`config.mk`:
```
export PLATFORM = sky130hd
export DESIGN_NAME = reg_write_arbiter_flat
export DESIGN_NICKNAME = d
export VERILOG_FILES = /design/src/rtl/reg_write_arbiter_if.sv /design/src/rtl/reg_write_arbiter.sv /design/src/flat_wrapper.sv
export SDC_FILE = /design/constraint.sdc
export NUM_CORES = 1
export LEC_CHECK = 0
export BUFFER_PORTS_ARGS = -buffer_cell sky130_fd_sc_hd__buf_4
export CORE_UTILIZATION = 51
export CTS_CLUSTER_DIAMETER = 100
export DETAILED_ROUTE_END_ITERATION = 6
export MAX_ROUTING_LAYER = met4
export PLACE_DENSITY = 0.82
export RECOVER_POWER = 100
export SYNTH_ARGS = -nofsm -noshare
export SYNTH_HDL_FRONTEND = slang
export SYNTH_SLANG_ARGS = --single-unit
export TNS_END_PERCENT = 20
```
`constraint.sdc`:
```
create_clock -name CLOCK -period 2.5 [get_ports CLOCK]
set_input_delay 0.375 -clock CLOCK [delete_from_list [all_inputs] [get_ports CLOCK]]
set_output_delay 0.375 -clock CLOCK [all_outputs]
set_load 0.005 [all_outputs]
```
`src/rtl/reg_write_arbiter_if.sv`:
```
// Write-port bundle between the writeback requesters and the register file.
// master: requesters and stall source; slave: the arbiter.
interface reg_write_arbiter_if #(
  parameter int DATA_WIDTH = 8,
  parameter int ADDR_WIDTH = 3
);
  logic                  busywait;
  logic                  REQ_A;
  logic [ADDR_WIDTH-1:0] ADDR_A;
  logic [DATA_WIDTH-1:0] DATA_A;
  logic                  READY_A;
  logic                  REQ_B;
  logic [ADDR_WIDTH-1:0] ADDR_B;
  logic [DATA_WIDTH-1:0] DATA_B;
  logic                  READY_B;
  logic                  WRITE;
  logic [ADDR_WIDTH-1:0] INADDRESS;
  logic [DATA_WIDTH-1:0] IN;
  logic [1:0]            PENDING;

  modport master (
    output busywait,
    output REQ_A, ADDR_A, DATA_A,
    output REQ_B, ADDR_B, DATA_B,
    input  READY_A, READY_B,
    input  WRITE, INADDRESS, IN, PENDING
  );

  modport slave (
    input  busywait,
    input  REQ_A, ADDR_A, DATA_A,
    input  REQ_B, ADDR_B, DATA_B,
    output READY_A, READY_B,
    output WRITE, INADDRESS, IN, PENDING
  );
endinterface

```
`src/rtl/reg_write_arbiter.sv`:
```
// Two-port round-robin arbiter for the register file write port.
// Ports: CLOCK, RESET (sync, high), bus (slave: A/B req, write out).
module reg_write_arbiter #(
  parameter int DATA_WIDTH = 8,
  parameter int ADDR_WIDTH = 3
) (
  input logic               CLOCK,
  input logic               RESET,
  reg_write_arbiter_if.slave bus
);

  typedef enum logic {IDLE, ISSUE} state_t;

  state_t state_q, state_d;

  logic                  full_a_q, full_b_q;
  logic [ADDR_WIDTH-1:0] addr_a_q, addr_b_q;
  logic [DATA_WIDTH-1:0] data_a_q, data_b_q;
  logic                  age_q, age_d;
  logic                  rr_q;
  logic                  sel_q;
  logic [ADDR_WIDTH-1:0] wa_q;
  logic [DATA_WIDTH-1:0] wd_q;

  logic fill_a, fill_b;
  logic both, same, pick_b;
  logic commit, other_full;
  logic load, load_b;
  logic full_a_n, full_b_n;

  assign fill_a = bus.REQ_A && !full_a_q && !RESET;
  assign fill_b = bus.REQ_B && !full_b_q && !RESET;

  assign both   = full_a_q && full_b_q;
  assign same   = addr_a_q == addr_b_q;
  assign commit = (state_q == ISSUE) && !bus.busywait;

  // age_q=1: B slot was filled before A
  always_comb begin
    pick_b = 1'b0;
    unique case (1'b1)
      (full_b_q && !full_a_q): pick_b = 1'b1;
      (both && same):          pick_b = age_q;
      (both && !same):         pick_b = rr_q;
      default:                 pick_b = 1'b0;
    endcase
  end

  assign other_full = sel_q ? full_a_q : full_b_q;

  // Back-to-back issue always hands over to the other slot
  assign load   = ((state_q == IDLE) && (full_a_q || full_b_q))
               || (commit && other_full);
  assign load_b = (state_q == IDLE) ? pick_b : !sel_q;

  assign full_a_n = fill_a || (full_a_q && !(commit && !sel_q));
  assign full_b_n = fill_b || (full_b_q && !(commit && sel_q));

  always_comb begin
    age_d = age_q;
    if (fill_a && fill_b)
      age_d = 1'b0;
    else if (fill_a)
      age_d = full_b_n;
    else if (fill_b)
      age_d = !full_a_n;
  end

  always_ff @(posedge CLOCK) begin
    if (RESET)
      state_q <= IDLE;
    else
      state_q <= state_d;
  end

  always_comb begin
    state_d = state_q;
    unique case (state_q)
      IDLE:
        if (full_a_q || full_b_q)
          state_d = ISSUE;
      ISSUE:
        if (commit && !other_full)
          state_d = IDLE;
      default: state_d = IDLE;
    endcase
  end

  always_comb begin
    bus.WRITE     = (state_q == ISSUE);
    bus.INADDRESS = wa_q;
    bus.IN        = wd_q;
    bus.PENDING   = {full_b_q, full_a_q};
    bus.READY_A   = !full_a_q && !RESET;
    bus.READY_B   = !full_b_q && !RESET;
  end

  always_ff @(posedge CLOCK) begin
    if (RESET) begin
      full_a_q <= 1'b0;
      full_b_q <= 1'b0;
      addr_a_q <= '0;
      addr_b_q <= '0;
      data_a_q <= '0;
      data_b_q <= '0;
      age_q    <= 1'b0;
      rr_q     <= 1'b0;
      sel_q    <= 1'b0;
      wa_q     <= '0;
      wd_q     <= '0;
    end else begin
      if (fill_a) begin
        full_a_q <= 1'b1;
        addr_a_q <= bus.ADDR_A;
        data_a_q <= bus.DATA_A;
      end else if (commit && !sel_q) begin
        full_a_q <= 1'b0;
      end
      if (fill_b) begin
        full_b_q <= 1'b1;
        addr_b_q <= bus.ADDR_B;
        data_b_q <= bus.DATA_B;
      end else if (commit && sel_q) begin
        full_b_q <= 1'b0;
      end
      age_q <= age_d;
      if (commit)
        rr_q <= !sel_q;
      if (load) begin
        sel_q <= load_b;
        wa_q  <= load_b ? addr_b_q : addr_a_q;
        wd_q  <= load_b ? data_b_q : data_a_q;
      end
    end
  end

endmodule

```
`src/flat_wrapper.sv`:
```
// flat-port wrapper written by rule: the top's interface ports become plain ports
module reg_write_arbiter_flat 
#(
  parameter int DATA_WIDTH = 8,
  parameter int ADDR_WIDTH = 3
)
  (CLOCK, RESET, bus_busywait, bus_REQ_A, bus_ADDR_A, bus_DATA_A, bus_REQ_B, bus_ADDR_B, bus_DATA_B, bus_READY_A, bus_READY_B, bus_WRITE, bus_INADDRESS, bus_IN, bus_PENDING);
  reg_write_arbiter_if #(.DATA_WIDTH(DATA_WIDTH), .ADDR_WIDTH(ADDR_WIDTH)) bus_i ();
  input logic CLOCK;
  input logic RESET;
  input wire logic [$bits(bus_i.busywait)-1:0] bus_busywait;
  input wire logic [$bits(bus_i.REQ_A)-1:0] bus_REQ_A;
  input wire logic [$bits(bus_i.ADDR_A)-1:0] bus_ADDR_A;
  input wire logic [$bits(bus_i.DATA_A)-1:0] bus_DATA_A;
  input wire logic [$bits(bus_i.REQ_B)-1:0] bus_REQ_B;
  input wire logic [$bits(bus_i.ADDR_B)-1:0] bus_ADDR_B;
  input wire logic [$bits(bus_i.DATA_B)-1:0] bus_DATA_B;
  output wire logic [$bits(bus_i.READY_A)-1:0] bus_READY_A;
  output wire logic [$bits(bus_i.READY_B)-1:0] bus_READY_B;
  output wire logic [$bits(bus_i.WRITE)-1:0] bus_WRITE;
  output wire logic [$bits(bus_i.INADDRESS)-1:0] bus_INADDRESS;
  output wire logic [$bits(bus_i.IN)-1:0] bus_IN;
  output wire logic [$bits(bus_i.PENDING)-1:0] bus_PENDING;
  assign bus_i.busywait = bus_busywait;
  assign bus_i.REQ_A = bus_REQ_A;
  assign bus_i.ADDR_A = bus_ADDR_A;
  assign bus_i.DATA_A = bus_DATA_A;
  assign bus_i.REQ_B = bus_REQ_B;
  assign bus_i.ADDR_B = bus_ADDR_B;
  assign bus_i.DATA_B = bus_DATA_B;
  assign bus_READY_A = bus_i.READY_A;
  assign bus_READY_B = bus_i.READY_B;
  assign bus_WRITE = bus_i.WRITE;
  assign bus_INADDRESS = bus_i.INADDRESS;
  assign bus_IN = bus_i.IN;
  assign bus_PENDING = bus_i.PENDING;
  reg_write_arbiter #(.DATA_WIDTH(DATA_WIDTH), .ADDR_WIDTH(ADDR_WIDTH)) u_core (.CLOCK(CLOCK), .RESET(RESET), .bus(bus_i));
endmodule
```
==> flow_metrics.env, run 1 <==
export IMPL_run_status="completed"
export IMPL_ant_nets=0
export IMPL_path_class="reg2reg"
export IMPL_synthesis_instances=188
export IMPL_grt_max_degree=42
export IMPL_vdd_drop_max_mv=0.3627
export IMPL_n_fill_cell=282
export IMPL_pin_count=43
export IMPL_cpPeakStageDelay_ns=0.67
export IMPL_p_per_area_nw_per_um2=660.2
export IMPL_syn_area_sq_um=1654
export IMPL_synthTopCellsByArea="dfxtp_1 47%, nand2b_1 8.3%, mux2i_1 7.9%"
export IMPL_tightest_slew_ns=0.8841
export IMPL_cts_resized=0
export IMPL_slew_headroom_pct=41.06
export IMPL_hold_class="in2reg"
export IMPL_synth_largest_area_cell="dfxtp_1"
export IMPL_rows=20
export IMPL_cap_viol_max_count=0
export IMPL_postSynthAreaPerCell_sq_um=8.798
export IMPL_drc=0
export IMPL_start_util_pct=54.18
export IMPL_critPathCaptureType="flop"
export IMPL_max_clock_path_buffers=2
export IMPL_r2r_start="u_core.addr_a_q[1]"
export IMPL_r2r_slack_ns=0.35
export IMPL_hold_viol=0
export IMPL_drt_iter0_markers=45
export IMPL_die_y_microns=58.95
export IMPL_antenna_found_initial=0
export IMPL_swShare_pct=26.55
export IMPL_port_buffers=42
export IMPL_cts_root_buf="clkbuf_4"
export IMPL_die_w_microns=58.95
export IMPL_track_usage_pct=20.07
export IMPL_slew_violations=0
export IMPL_leakage_nw=0.8061
export IMPL_crit_path_start_kind="flop"
export IMPL_cts_buffers=5
export IMPL_pwr_share_seq_pct=54.1
export IMPL_h_tree_depth=2
export IMPL_p_int_uw=975.7
export IMPL_dp_cells=262
export IMPL_ys_warn_count=0
export IMPL_clk_pin_slew_ns=0.11
export IMPL_fin_crit_ns=2.154
export IMPL_critPathMaxFanout=12
export IMPL_layout_drive_gt1_share_pct=22.57
export IMPL_worst_hold_path_endpoint="u_core.data_b_q[7]"
export IMPL_worstPathArrival_ns=2.35
export IMPL_cpMaxStageDelayCell="or4b_2"
export IMPL_antenna_cells=0
export IMPL_via_per_inst=4.956
export IMPL_reg2regPathDepth=6
export IMPL_clk_latency_ns=0.33
export IMPL_p_sw_uw=352.6
export IMPL_cts_sinks=39
export IMPL_holdPathStages=3
export IMPL_post_drt_wl_per_cell_microns=11.71
export IMPL_grt_pass1_wl_microns=5092
export IMPL_critPathRequiredTime_ns=2.70
export IMPL_grt_overflow_total=0
export IMPL_syn_num_nets=215
export IMPL_r2r_end="u_core.bus.INADDRESS[2]"
export IMPL_via_count=1338
export IMPL_timing_fmax_mhz=464.3
export IMPL_yosys_register_bits=39
export IMPL_yosysSeqAreaShare_pct=47.20
export IMPL_coreArea_sq_um=3053
export IMPL_grt_pass1_vias=1130
export IMPL_crit_family="simple AND/OR/NAND/NOR gates"
export IMPL_cts_tree="yes"
export IMPL_stdcell_count=270
export IMPL_min_delay_start="bus_DATA_B[7]"
export IMPL_final_nets=252
export IMPL_path_cells="xor2_1 -> or4b_2 -> a41oi_1 -> buf_4 -> mux2i_1 -> a211oi_1"
export IMPL_finalSetupViolCount=0
export IMPL_cp_num_buf_inv=1
export IMPL_min_period_over_period_pct=86.15
export IMPL_synth_top_area_share_pct=47.20
export IMPL_combPwrFrac_pct=18.6
export IMPL_postCtsSetupBuffers=0
export IMPL_finish_utilization_pct=65.90
export IMPL_ctsHoldBuffers=0
export IMPL_fin_tns_setup_ns=0
export IMPL_syn_to_final_growth_pct=21.63
export IMPL_hpwl_microns=2267
export IMPL_clkPwrFrac_pct=27.3
export IMPL_yosysUniqueCellTypes=24
export IMPL_drt_pass1_iterations=4
export IMPL_die_area_sq_um=3475
export IMPL_wl_microns=3163
export IMPL_finClkSkew_ns=0.009863
export IMPL_routabilityCongestion=0.7961
export IMPL_rsz0062_at_grt="false"
synth_stat cells (all sizes together):
master       instances
or4b                 1
dfxtp               39
clkbuf               9
dlygate4sd1          2
nand2               25
or2b                 1
o31ai                1
nand2b              22
xor2                 3
a21oi                3
a211oi              12
mux2i               13
a22o                 1
inv                  2
nor2b                3
buf                  4
a41oi                1
a311oi               1
nor2                17
nor3                 1
and2                 2
o21ai               25
registers in the layout, summed over array words and instances (netlist names):
| name | flops |
|---|---|
| u_core.data_a_q | 8 |
| u_core.full_b_q | 1 |
| u_core.full_a_q | 1 |
| u_core.sel_q | 1 |
| u_core.rr_q | 1 |
| u_core.bus.WRITE | 1 |
| u_core.age_q | 1 |
| u_core.bus.INADDRESS | 3 |
| u_core.addr_b_q | 3 |
| u_core.data_b_q | 8 |
| u_core.addr_a_q | 3 |
| u_core.bus.IN | 8 |
routing by layer:
metal / vias up / part of all wire, % / GRT usage, %
met4: 0 / 0.89 / 5.102
met2: 29 / 43 / 27.76
met1: 597 / 53 / 28.91
li1: 707 / - / -
met5: - / 0 / -
met3: 5 / 3.4 / 5.275
cell families (layout without fill, tap and decap cells):
group	Yosys count	in the layout	share of synthesized area [%]
AOI/OAI and AO/OA	44	44	16.42
buffers and inverters	17	55	5.598
and+or+nand+nor	72	72	21.33
muxes	13	13	7.867
xor gates and xnor gates	3	3	1.589
DFF	39	39	47.20
worst min-delay path: stages:
cell and delay (ns):
buf_4 0.08, nand2_1 0.03, o21ai_0 0.05
layout by cell type (no fill, tap or decap), drive strengths merged, types with 3 or more instances in the layout:
master and n:
dfxtp 39, nor2 17, xor2 3, o21ai 25, nor2b 3, nand2 25, nand2b 22, a21oi 3
clkbuf 26, a211oi 12, mux2i 13, buf 27
area by class of cell:
type | count | area [sq um] | share of cell area (%)
flip-flops and latches | 39 | 780.7 | 38.81
multi-input cells | 132 | 769.5 | 38.25
repair buffers | 45 | 330.3 | 16.42
clock buffers | 8 | 68.82 | 3.420
well taps | 44 | 55.05 | 2.736
inverters | 2 | 7.507 | 0.3731
worst max path at each step:
stage / endpoint / cells past startpoint / slack, ns / start
final: u_core.bus.INADDRESS[2] / 6 / 0.35 / u_core.addr_a_q[1]
after global routing: u_core.bus.IN[4] / 6 / 0.23 / u_core.addr_a_q[1]
after CTS: u_core.bus.IN[4] / 6 / 0.49 / u_core.addr_a_q[1]
after detailed placement: u_core.bus.IN[4] / 6 / 0.51 / u_core.addr_a_q[1]
after global placement: u_core.bus.IN[4] / 6 / 0.55 / u_core.addr_a_q[1]
after floorplan: u_core.bus.IN[2] / 6 / 0.63 / u_core.addr_a_q[1]
power groups by stage:
stage | Combinational (mW) | Sequential (mW) | Clock, mW
finish | 0.247 | 0.719 | 0.362
CTS | 0.259 | 0.720 | 0.363
detailed placement | 0.258 | 0.734 | 0
floorplan | 0.167 | 0.726 | 0
global route | 0.275 | 0.726 | 0.390
global placement | 0.253 | 0.732 | 0
per-stage QoR:
| step | worst slack [ns] | power, mW | area, sq um | hold slack, ns |
|---|---|---|---|---|
| floorplan | 0.6345 | 0.8927 | 1654 | 0.4414 |
| global placement | 0.5463 | 0.9853 | 1962 | 0.4509 |
| finish | 0.3463 | 1.328 | 2012 | 0.2235 |
| global route | 0.2323 | 1.391 | 2012 | 0.2259 |
| CTS | 0.4900 | 1.341 | 2031 | 0.2277 |
| detailed placement | 0.5061 | 0.9921 | 1962 | 0.4554 |
Power figures use the tool's default switching activity.
==> run 2, diff against run 1 <==
- CORE_UTILIZATION: 51 -> 55
- PLACE_DENSITY: 0.82 -> 0.88
- clock period: 2.5 -> 2.7 ns (I/O delays scaled with it)
==> flow_metrics.env, run 2 (synthesized netlist as in run 1, its figures left out) <==
export IMPL_run_status="finished, violations left"
export IMPL_violations="DRC"
export IMPL_start_util_pct=58.97
export IMPL_cpMaxStageDelayCell="or4b_2"
export IMPL_die_area_sq_um=3231
export IMPL_drt_iter0_markers=54
export IMPL_clk_pin_slew_ns=0.11
export IMPL_antenna_found_initial=0
export IMPL_crit_family="simple AND/OR/NAND/NOR gates"
export IMPL_post_drt_wl_per_cell_microns=12.39
export IMPL_n_fill_cell=250
export IMPL_syn_to_final_growth_pct=20.42
export IMPL_via_count=1323
export IMPL_min_delay_start="bus_DATA_A[7]"
export IMPL_cts_tree="yes"
export IMPL_drc=6
export IMPL_fin_crit_ns=2.203
export IMPL_slew_violations=0
export IMPL_stdcell_count=256
export IMPL_rows=19
export IMPL_final_cell_mix="39 x dfxtp_1, 27 x buf_4, 25 x nand2_1, 22 x nand2b_1"
export IMPL_p_per_area_nw_per_um2=615.8
export IMPL_pin_count=43
export IMPL_antenna_cells=0
export IMPL_h_tree_depth=2
export IMPL_placed_area_sq_um=1938
export IMPL_hold_class="in2reg"
export IMPL_clk_latency_ns=0.34
export IMPL_cpPeakStageDelay_ns=0.67
export IMPL_r2r_slack_ns=0.50
export IMPL_grt_overflow_total=0
export IMPL_cts_root_buf="clkbuf_4"
export IMPL_worst_hold_path_endpoint="u_core.data_a_q[7]"
export IMPL_path_class="reg2reg"
export IMPL_coreArea_sq_um=2805
export IMPL_reg2regPathDepth=6
export IMPL_final_common_cell="dfxtp_1"
export IMPL_r2r_start="u_core.addr_a_q[1]"
export IMPL_cap_viol_max_count=0
export IMPL_cts_resized=0
export IMPL_vdd_drop_max_mv=0.3042
export IMPL_critPathCaptureType="flop"
export IMPL_critPathRequiredTime_ns=2.90
export IMPL_routabilityCongestion=0.8160
export IMPL_grt_pass1_wl_microns=5216
export IMPL_dp_cells=248
export IMPL_tightest_slew_ns=1.082
export IMPL_finalSetupViolCount=0
export IMPL_die_w_microns=56.84
export IMPL_r2r_end="u_core.bus.IN[5]"
export IMPL_multi_input_area_sq_um=769.5
export IMPL_finClkSkew_ns=0.004957
export IMPL_holdPathStages=3
export IMPL_min_period_over_period_pct=81.61
export IMPL_leakage_nw=0.8049
export IMPL_hold_viol=0
export IMPL_grt_pass1_vias=1130
export IMPL_cts_sinks=39
export IMPL_grt_max_degree=42
export IMPL_critPathMaxFanout=12
export IMPL_fin_ws_ns=0.4966
export IMPL_cp_num_buf_inv=1
export IMPL_port_buffers=42
export IMPL_max_clock_path_buffers=2
export IMPL_cts_buffers=5
export IMPL_crit_path_start_kind="flop"
export IMPL_worstPathArrival_ns=2.40
export IMPL_timing_fmax_mhz=453.8
export IMPL_postCtsSetupBuffers=0
export IMPL_wl_microns=3171
export IMPL_drt_pass1_iterations=6
export IMPL_rsz0062_at_grt="false"
export IMPL_final_nets=251
export IMPL_via_per_inst=5.168
export IMPL_ctsHoldBuffers=0
export IMPL_regArea_sq_um=780.7
export IMPL_track_usage_pct=21.98
export IMPL_fin_tns_setup_ns=0
export IMPL_die_y_microns=56.84
export IMPL_ant_nets=0
export IMPL_preCtsSetupSlack_ns=0.6988
export IMPL_finalInstanceArea_sq_um=1992
export IMPL_hpwl_microns=2225
export IMPL_slew_headroom_pct=27.84
export IMPL_path_cells="xor2_1 -> or4b_2 -> a41oi_1 -> buf_4 -> mux2i_1 -> a211oi_1"
export IMPL_layout_drive_gt1_share_pct=22.67
-- run 2: worst register-to-register path: stages (launching register included) --
cell      delay [ns]
dfxtp_1         0.34
xor2_1          0.17
or4b_2          0.67
a41oi_1         0.25
buf_4           0.26
mux2i_1         0.27
a211oi_1        0.10
-- run 2: worst max path at each step --
stage                     depth (start not counted)  slack, ns                       to               start
after global placement                            6       0.75  u_core.bus.INADDRESS[1]  u_core.addr_a_q[1]
after global routing                              6       0.34         u_core.bus.IN[5]  u_core.addr_a_q[1]
after floorplan                                   6       0.83         u_core.bus.IN[2]  u_core.addr_a_q[1]
after CTS                                         6       0.69         u_core.bus.IN[5]  u_core.addr_a_q[1]
final                                             6       0.50         u_core.bus.IN[5]  u_core.addr_a_q[1]
after detailed placement                          6       0.70         u_core.bus.IN[5]  u_core.addr_a_q[1]
-- run 2: metal layers --
layer  global-route usage (%)  vias up  wire [microns]  part of all wire [%]
li1                         -      700               -                     -
met1                    31.40      585            1616                    51
met2                    30.27       36            1382                    44
met3                    6.221        2             150                   4.7
met4                    6.272        0              21                  0.66
met5                        -        -               0                     0
-- run 2: area by class of cell --
class / instances / area share (%)
flip-flops and latches: 39 / 39.20
inverters: 2 / 0.3769
multi-input cells: 132 / 38.63
repair buffers: 44 / 16.39
clock buffers: 8 / 3.455
well taps: 31 / 1.947
-- run 2: stage by stage --
stage	util, %	power, mW	hold slack, ns
floorplan	-	0.8265	0.4414
global placement	69.09	0.9092	0.4510
detailed placement	69.09	0.9162	0.4614
CTS	71.54	1.243	0.2415
global route	71.01	1.294	0.2459
finish	71.01	1.227	0.2494
-- run 2: where the power goes --
part	internal (mW)	switching [mW]
clock network	0.153	0.179
logic	0.121	0.108
registers	0.629	0.0368
total	0.903	0.324
==> run 3, diff against run 2 <==
- CORE_UTILIZATION: 55 -> 46
- PLACE_DENSITY: 0.88 -> 0.79
- clock period: 2.7 -> 1.95 ns (I/O delays scaled with it)
==> flow_metrics.env, run 3 (synthesized netlist as in run 1, its figures left out) <==
export IMPL_port_buffers=42
export IMPL_cpMaxStageDelayCell="or4b_4"
export IMPL_track_usage_pct=18.26
export IMPL_fin_crit_ns=1.941
export IMPL_critPathMaxFanout=12
export IMPL_timing_hold_ws_ns=0.1441
export IMPL_finalSetupViolCount=0
export IMPL_p_per_area_nw_per_um2=808.4
export IMPL_grt_pass1_vias=1117
export IMPL_pin_count=43
export IMPL_dr_wl_met2_microns=1282
export IMPL_via_count=1340
export IMPL_drc=0
export IMPL_run_status="completed"
export IMPL_slew_violations=0
export IMPL_start_util_pct=48.80
export IMPL_leakage_nw=0.8151
export IMPL_antenna_found_initial=0
export IMPL_path_cells="xor2_1 -> or4b_4 -> a41oi_2 -> buf_12 -> mux2i_1 -> a211oi_1"
export IMPL_max_clock_path_buffers=2
export IMPL_cts_buffers=5
export IMPL_final_cell_mix="39 x dfxtp_1, 29 x buf_4, 25 x nand2_1, 22 x nand2b_1"
export IMPL_top_layer="met4"
export IMPL_rows=21
export IMPL_cts_sinks=39
export IMPL_timing_fmax_mhz=515.1
export IMPL_stdcell_count=275
export IMPL_coreArea_sq_um=3390
export IMPL_cts_tree="yes"
export IMPL_cpPeakStageDelay_ns=0.54
export IMPL_layout_drive_gt1_share_pct=25.33
export IMPL_via_per_inst=4.873
export IMPL_antenna_cells=0
export IMPL_final_nets=255
export IMPL_vdd_drop_max_mv=0.5650
export IMPL_cp_num_buf_inv=1
export IMPL_min_period_over_period_pct=99.55
export IMPL_h_tree_depth=2
export IMPL_r2r_slack_ns=0.009
export IMPL_grt_max_degree=42
export IMPL_drt_iter0_markers=67
export IMPL_die_w_microns=61.97
export IMPL_drt_pass1_iterations=4
export IMPL_worstPathArrival_ns=2.15
export IMPL_slew_headroom_pct=75.86
export IMPL_hold_class="in2reg"
export IMPL_wl_microns=3111
export IMPL_cap_viol_max_count=0
export IMPL_critPathCaptureType="flop"
export IMPL_postCtsSetupBuffers=0
export IMPL_finalInstanceArea_sq_um=2052
export IMPL_routabilityCongestion=0.7366
export IMPL_dp_cells=267
export IMPL_final_common_cell="dfxtp_1"
export IMPL_critPathRequiredTime_ns=2.16
export IMPL_grt_overflow_total=0
export IMPL_die_area_sq_um=3840
export IMPL_grt_pass1_wl_microns=5009
export IMPL_ctsHoldBuffers=0
export IMPL_fin_ws_ns=0.008741
export IMPL_rsz0062_at_grt="true"
export IMPL_die_y_microns=61.97
export IMPL_path_class="reg2reg"
export IMPL_hpwl_microns=2229
export IMPL_ant_nets=0
export IMPL_wl_met3_microns=109
export IMPL_tightest_slew_ns=0.3621
export IMPL_clk_pin_slew_ns=0.11
export IMPL_clk_latency_ns=0.33
export IMPL_syn_to_final_growth_pct=24.05
export IMPL_finClkSkew_ns=0.01031
export IMPL_crit_path_start_kind="flop"
export IMPL_cts_root_buf="clkbuf_4"
export IMPL_preCtsSetupSlack_ns=0.01348
export IMPL_placed_area_sq_um=1999
export IMPL_hold_viol=0
export IMPL_crit_family="simple AND/OR/NAND/NOR gates"
export IMPL_post_drt_wl_per_cell_microns=11.31
export IMPL_wl_met1_microns=1677
## run 3: cell types whose count changed in the layout (fill, tap and decap cells not counted), moves of 2 or more
cell      change
buf_4         +2
clkbuf_4      -2
o21ai_1       +2
mux2i_2       +3
o21ai_0       -2
clkbuf_8      -2
clkbuf_2      +2
mux2i_1       -3
## run 3: layout make-up
type                    count  area (sq um)
clock inverters             2         12.51
fillers                   305          1338
clock buffers               6         41.29
multi-input cells         132         792.0
well taps                  46         57.56
repair buffers             48         360.3
flip-flops and latches     39         780.7
inverters                   2         7.507
## run 3: power breakdown
| part | internal [mW] | leakage, nW | total [mW] | switching [mW] |
|---|---|---|---|---|
| clock | 0.139 | 0.0282 | 0.393 | 0.253 |
| sequential | 0.871 | 0.322 | 0.922 | 0.0512 |
| combinational | 0.187 | 0.465 | 0.344 | 0.157 |
| total | 1.20 | 0.815 | 1.66 | 0.462 |
## run 3: worst min-delay path: cells and delay by family
family / cells / cell delay (ns)
buffers and inverters: 1 / 0.07
AND/OR/NAND/NOR: 1 / 0.03
AO/OA/AOI/OAI: 1 / 0.05
## run 3: worst paths after layout
| kind | from | endpoint | depth (start not counted) |
|---|---|---|---|
| max | u_core.addr_a_q[1] | u_core.bus.INADDRESS[2] | 6 |
| min | bus_DATA_A[3] | u_core.data_a_q[3] | 3 |
| max reg2reg | u_core.addr_a_q[1] | u_core.bus.INADDRESS[2] | 6 |
| min reg2reg | u_core.data_b_q[5] | u_core.data_b_q[5] | 2 |
## run 3: routing by layer
layer | vias up | global-route usage, %
met3 | 5 | 3.106
li1 | 715 | -
met5 | - | -
met2 | 29 | 24.77
met4 | 0 | 6.984
met1 | 591 | 26.66
## run 3: timing repair
action,in CTS,in global routing
gates cloned,0,0
setup endpoints to repair,1,10
resized for setup,1,2
pin swaps,0,0
## run 3: per-stage QoR
stage	power (mW)	TNS [ns]	utilization (%)
after floorplan	1.144	0	-
after CTS	1.675	0	60.69
final	1.659	0	60.54
after global placement	1.282	0	58.99
after detailed placement	1.290	0	58.99
after global routing	1.757	-0.4729	60.54
